<file path="src/rtl/shift_ctrl.sv">
// shift_ctrl: accepts parallel words over valid/ready and serializes them LSB first with a sample strobe,
// an idle gap after each frame and a completed-frame counter. Define SHIFT_CTRL_PARITY_EN to append an even-parity bit.
module shift_ctrl #(
  parameter int WIDTH = 8,
  parameter int GAP   = 2
) (
  input  logic             CLK,
  input  logic             Reset,
  input  logic [WIDTH-1:0] data_in,
  input  logic             data_valid,
  output logic             data_ready,
  output logic             Shift_in,
  output logic             shift_en,
  output logic             frame_start,
  output logic             frame_done,
  output logic             busy,
  output logic [7:0]       words_sent
);

  localparam int CNT_W = $clog2(WIDTH);
  localparam int GAP_W = 4;
  localparam logic [CNT_W-1:0] LAST_BIT = CNT_W'(WIDTH - 1);
  localparam logic [GAP_W-1:0] GAP_LAST = GAP_W'((GAP > 0) ? GAP - 1 : 0);

  typedef enum logic [1:0] {
    S_IDLE   = 2'd0,
    S_SHIFT  = 2'd1,
    S_GAP    = 2'd2
`ifdef SHIFT_CTRL_PARITY_EN
    , S_PARITY = 2'd3
`endif
  } state_t;

  state_t           state_reg, state_next;
  logic [CNT_W-1:0] bit_cnt_reg, bit_cnt_next;
  logic [WIDTH-1:0] word_reg, word_next;
  logic [GAP_W-1:0] gap_cnt_reg, gap_cnt_next;
  logic             shift_in_reg, shift_in_next;
  logic             shift_en_reg, shift_en_next;
  logic             frame_start_reg, frame_start_next;
  logic             frame_done_reg, frame_done_next;
  logic [7:0]       words_sent_reg, words_sent_next;

  always_ff @(posedge CLK or posedge Reset) begin
    if (Reset) begin
      state_reg       <= S_IDLE;
      bit_cnt_reg     <= '0;
      word_reg        <= '0;
      gap_cnt_reg     <= '0;
      shift_in_reg    <= 1'b0;
      shift_en_reg    <= 1'b0;
      frame_start_reg <= 1'b0;
      frame_done_reg  <= 1'b0;
      words_sent_reg  <= '0;
    end else begin
      state_reg       <= state_next;
      bit_cnt_reg     <= bit_cnt_next;
      word_reg        <= word_next;
      gap_cnt_reg     <= gap_cnt_next;
      shift_in_reg    <= shift_in_next;
      shift_en_reg    <= shift_en_next;
      frame_start_reg <= frame_start_next;
      frame_done_reg  <= frame_done_next;
      words_sent_reg  <= words_sent_next;
    end
  end

  // Serial outputs are registered, so each branch computes what the next cycle presents.
  always_comb begin
    state_next       = state_reg;
    bit_cnt_next     = bit_cnt_reg;
    word_next        = word_reg;
    gap_cnt_next     = gap_cnt_reg;
    shift_in_next    = 1'b0;
    shift_en_next    = 1'b0;
    frame_start_next = 1'b0;
    frame_done_next  = 1'b0;
    words_sent_next  = words_sent_reg;

    case (state_reg)
      S_IDLE: begin
        if (data_valid) begin
          word_next        = data_in;
          bit_cnt_next     = '0;
          state_next       = S_SHIFT;
          shift_in_next    = data_in[0];
          shift_en_next    = 1'b1;
          frame_start_next = 1'b1;
        end
      end

      S_SHIFT: begin
        if (bit_cnt_reg != LAST_BIT) begin
          bit_cnt_next  = bit_cnt_reg + 1'b1;
          shift_in_next = word_reg[bit_cnt_next];
          shift_en_next = 1'b1;
`ifndef SHIFT_CTRL_PARITY_EN
          frame_done_next = (bit_cnt_next == LAST_BIT);
`endif
        end else begin
`ifdef SHIFT_CTRL_PARITY_EN
          state_next      = S_PARITY;
          shift_in_next   = ^word_reg;
          shift_en_next   = 1'b1;
          frame_done_next = 1'b1;
`else
          words_sent_next = words_sent_reg + 8'd1;
          if (GAP > 0) begin
            state_next   = S_GAP;
            gap_cnt_next = '0;
          end else begin
            state_next = S_IDLE;
          end
`endif
        end
      end

`ifdef SHIFT_CTRL_PARITY_EN
      S_PARITY: begin
        words_sent_next = words_sent_reg + 8'd1;
        if (GAP > 0) begin
          state_next   = S_GAP;
          gap_cnt_next = '0;
        end else begin
          state_next = S_IDLE;
        end
      end
`endif

      S_GAP: begin
        if (gap_cnt_reg == GAP_LAST) begin
          state_next = S_IDLE;
        end else begin
          gap_cnt_next = gap_cnt_reg + 1'b1;
        end
      end

      default: state_next = S_IDLE;
    endcase
  end

  // Ready is gated by Reset directly so it drops in the same cycle the reset arrives.
  assign data_ready  = (state_reg == S_IDLE) && !Reset;
  assign busy        = (state_reg != S_IDLE);
  assign Shift_in    = shift_in_reg;
  assign shift_en    = shift_en_reg;
  assign frame_start = frame_start_reg;
  assign frame_done  = frame_done_reg;
  assign words_sent  = words_sent_reg;

endmodule

</file>
<file path="config.mk">
export PLATFORM = sky130hd
export DESIGN_NAME = shift_ctrl
export DESIGN_NICKNAME = d
export VERILOG_FILES = /design/src/rtl/shift_ctrl.sv
export SDC_FILE = /design/constraint.sdc
export NUM_CORES = 1
export LEC_CHECK = 0
export BUFFER_PORTS_ARGS = -buffer_cell sky130_fd_sc_hd__buf_2
export CAP_MARGIN = 20
export CELL_PAD_IN_SITES_DETAIL_PLACEMENT = 0
export CELL_PAD_IN_SITES_GLOBAL_PLACEMENT = 2
export CORE_UTILIZATION = 38
export CTS_CLUSTER_DIAMETER = 80
export DETAILED_ROUTE_END_ITERATION = 7
export GPL_ROUTABILITY_DRIVEN = 0
export GPL_TIMING_DRIVEN = 0
export PLACE_DENSITY = 0.9
export SLEW_MARGIN = 40
export SYNTH_ARGS = -nofsm -noshare
export SYNTH_HDL_FRONTEND = slang
export SYNTH_SLANG_ARGS = --single-unit
</file>
<file path="constraint.sdc">
create_clock -name CLK -period 4 [get_ports CLK]
set_input_delay 0.8 -clock CLK [delete_from_list [all_inputs] [get_ports CLK]]
set_output_delay 0.8 -clock CLK [all_outputs]
set_load 0.01 [all_outputs]
</file>
==> results.md <==
- Leakage: 0.817 nW
- IO Pins: 25
- Mapped Area: 0.00137 mm2
- # clock sinks: 29
- Syn Area/Cell: 12.1 um2
- Synth top area share: 0.531
- Max-slew violation total from the final report: 0
- Vias in the first global route: 845
- First-pass GRT wire length: 3610 um
- Commonest cells in the netlist: dfrtp_1, mux2_2, nand2_1, nor2_1, o21ai_0
- CTS H-tree depth: 2
- Worst Hold Margin: 0.471 ns
- Combinational power share: 0.351
- CTS tree: done
- Worst setup SP type: flop
- Worst Hold Class: flop to flop
- Placed Area: 0.00155 mm2
- VDD IR max: 0.310 mV
- CP max FO: 10
- Fin worst setup slack: 1.71 ns
- Post-synth ARST share: 1.00
- Design Power: 1.16 mW
- Wire length per cell: 12.0 um
- Vias per std cell: 4.76
- Total core area: 0.00339 mm2
- Root buffer cell: clkbuf_4
- Die extent in y: 62.0 um
- Final Skew: 0.00768 ns
- Placed cells: 183
- Die area: 0.00384 mm2
- Register bit total from synthesis: 29
- # DRC: 0
- Internal power: 0.795 mW
- CP required: 3.20 ns
- Chip width: 62.0 um
- Crit Path Class: flop to output pin
- F_max: 0.436 GHz
- Diodes inserted: 0
- Setup TNS: 0 ns
- Largest net degree at the start of global routing: 30
- Via count: 910
- Nets: 161
- Switching share of power: 0.316
- Post-Synthesis Cells: 113
- Net count after synthesis: 130
- Max-cap viol count: 0
- Setup bufs post-CTS: 0
- Total Routing Usage GR: 0.132
- Hold path cells: 1
- Final ANT Viol Nets: 0
- Initial Util: 0.403
- CTS Buffer Depth: 2
- CP Data Arrival Time: 1.49 ns
- Worst slack at placement: 2.08 ns
- Slew margin rel.: 0.598
- DRT Pass-1 Iters: 3
- Core Util, Final: 0.486
- Hold-fix buffers at CTS: 0
- Number of port buffers: 24
- Cell row count: 21
- Worst Tran Pin Value: 0.602 ns
- WL final: 2290 um
- Final hold viol count: 0
- DP HPWL: 1720 um
- Worst-skew pair later-pin latency: 0.33 ns
- Fin crit share: 0.573
- Endpoint class of the critical path: output pin
- Worst reg2reg path depth: 7
- CP startpoint: state_reg[0]
- Flop pwr share: 0.396
- Final setup violating endpoints: 0
- Post-synth top area cell: dfrtp_1
- Unique masters post-synth: 29
- Post-synth EDFFs: 0
- Clk pin slew, worst setup/hold paths: 0.10 ns
- Fin crit period: 2.29 ns
- Final Cell Area: 0.00165 mm2
- YS warnings: 0
- Worst min-delay path startpoint: words_sent[7]
- Outcome: finished clean
- PwrDens: 705 mW/mm2
- Fin cells: 191
- Synth Flop Type: dfrtp_1
- Layout cells sized above 1: 0.352
- R2r startpoint: bit_cnt_reg[1]
- Initial DRC Count: 15
- FF/Latch Area: 726 um2
- CTS resizes: 0
- Area Growth Syn to Fin: 20.5%
- Layout fillers: 332
- Unrepaired setup endpoints after global routing: false
- Sequential share of the synthesized area: 0.531
- Switch Pwr: 0.367 mW
- CTS Buf Count: 5
- Count leader, synth: dfrtp_1
- Clk pwr share: 0.253
- Initial antenna violation count: 0
- Multi-input gate area in the final layout: 582 um2
- Synth top area cells: dfrtp_1, mux2_2, ha_1, mux2i_1, xnor2_1
- Grt ovf: 0
==> cells in the final DEF, fill, tap and decap left out, drive strengths merged, types with 2 or more instances in the layout <==
master,n
dfrtp,29
buf,29
mux2,8
nor2,8
nand2,7
o21ai,7
ha,6
inv,6
nand3,6
xnor2,5
mux2i,5
clkbuf,5
xor2,3
nand4,3
a22o,3
bufinv,2
==> critical path: stages (launching register included) <==
cell	delay [ns]
dfrtp_1	0.38
buf_2	0.18
or2_1	0.22
buf_2	0.17
nor2_1	0.09
buf_2	0.13
==> worst paths after layout <==
path | to | slack (ns)
setup / recovery | data_ready | 1.71
hold / removal | words_sent[7] | 0.47
setup reg to reg | words_sent[5] | 2.24
hold reg to reg | words_sent[7] | 0.47
max in group asynchronous | words_sent[1] | 3.06
min in group asynchronous | frame_start | 0.54
==> kinds of logic (layout without fill, tap and decap cells) <==
| family | Yosys count | in the layout | share of synthesized area |
|---|---|---|---|
| buffers and inverters | 11 | 43 | 0.0439 |
| xor gates and xnor gates | 8 | 8 | 0.0512 |
| DFF | 29 | 29 | 0.531 |
| and+or+nand+nor | 31 | 31 | 0.136 |
| muxes | 14 | 14 | 0.119 |
| AOI/OAI and AO/OA | 14 | 14 | 0.0640 |
| adders and majority gates | 6 | 6 | 0.0549 |
==> final cells by class <==
type	instances	share of cell area
Sequential cell	29	0.440
Multi-Input combinational cell	73	0.353
Timing Repair Buffer	24	0.0729
Clock inverter	3	0.0395
Tap cell	46	0.0349
Clock buffer	5	0.0228
Buffer	5	0.0228
Inverter	6	0.0137
==> power groups by stage <==
stage | Sequential [mW] | Combinational (mW) | Clock (mW)
after floorplan | 0.466 | 0.302 | 0
after global placement | 0.461 | 0.402 | 0
after detailed placement | 0.466 | 0.413 | 0
after CTS | 0.461 | 0.414 | 0.304
after global routing | 0.472 | 0.468 | 0.313
final | 0.460 | 0.408 | 0.295
==> metal layers <==
layer | global-route usage | share of wire | up-vias
met5 | 0 | 0 | -
met3 | 0.0559 | 0.055 | 3
li1 | - | - | 452
met2 | 0.213 | 0.47 | 25
met4 | 0.0476 | 0.013 | 0
met1 | 0.158 | 0.46 | 430
(Power assumes the default switching activity.)
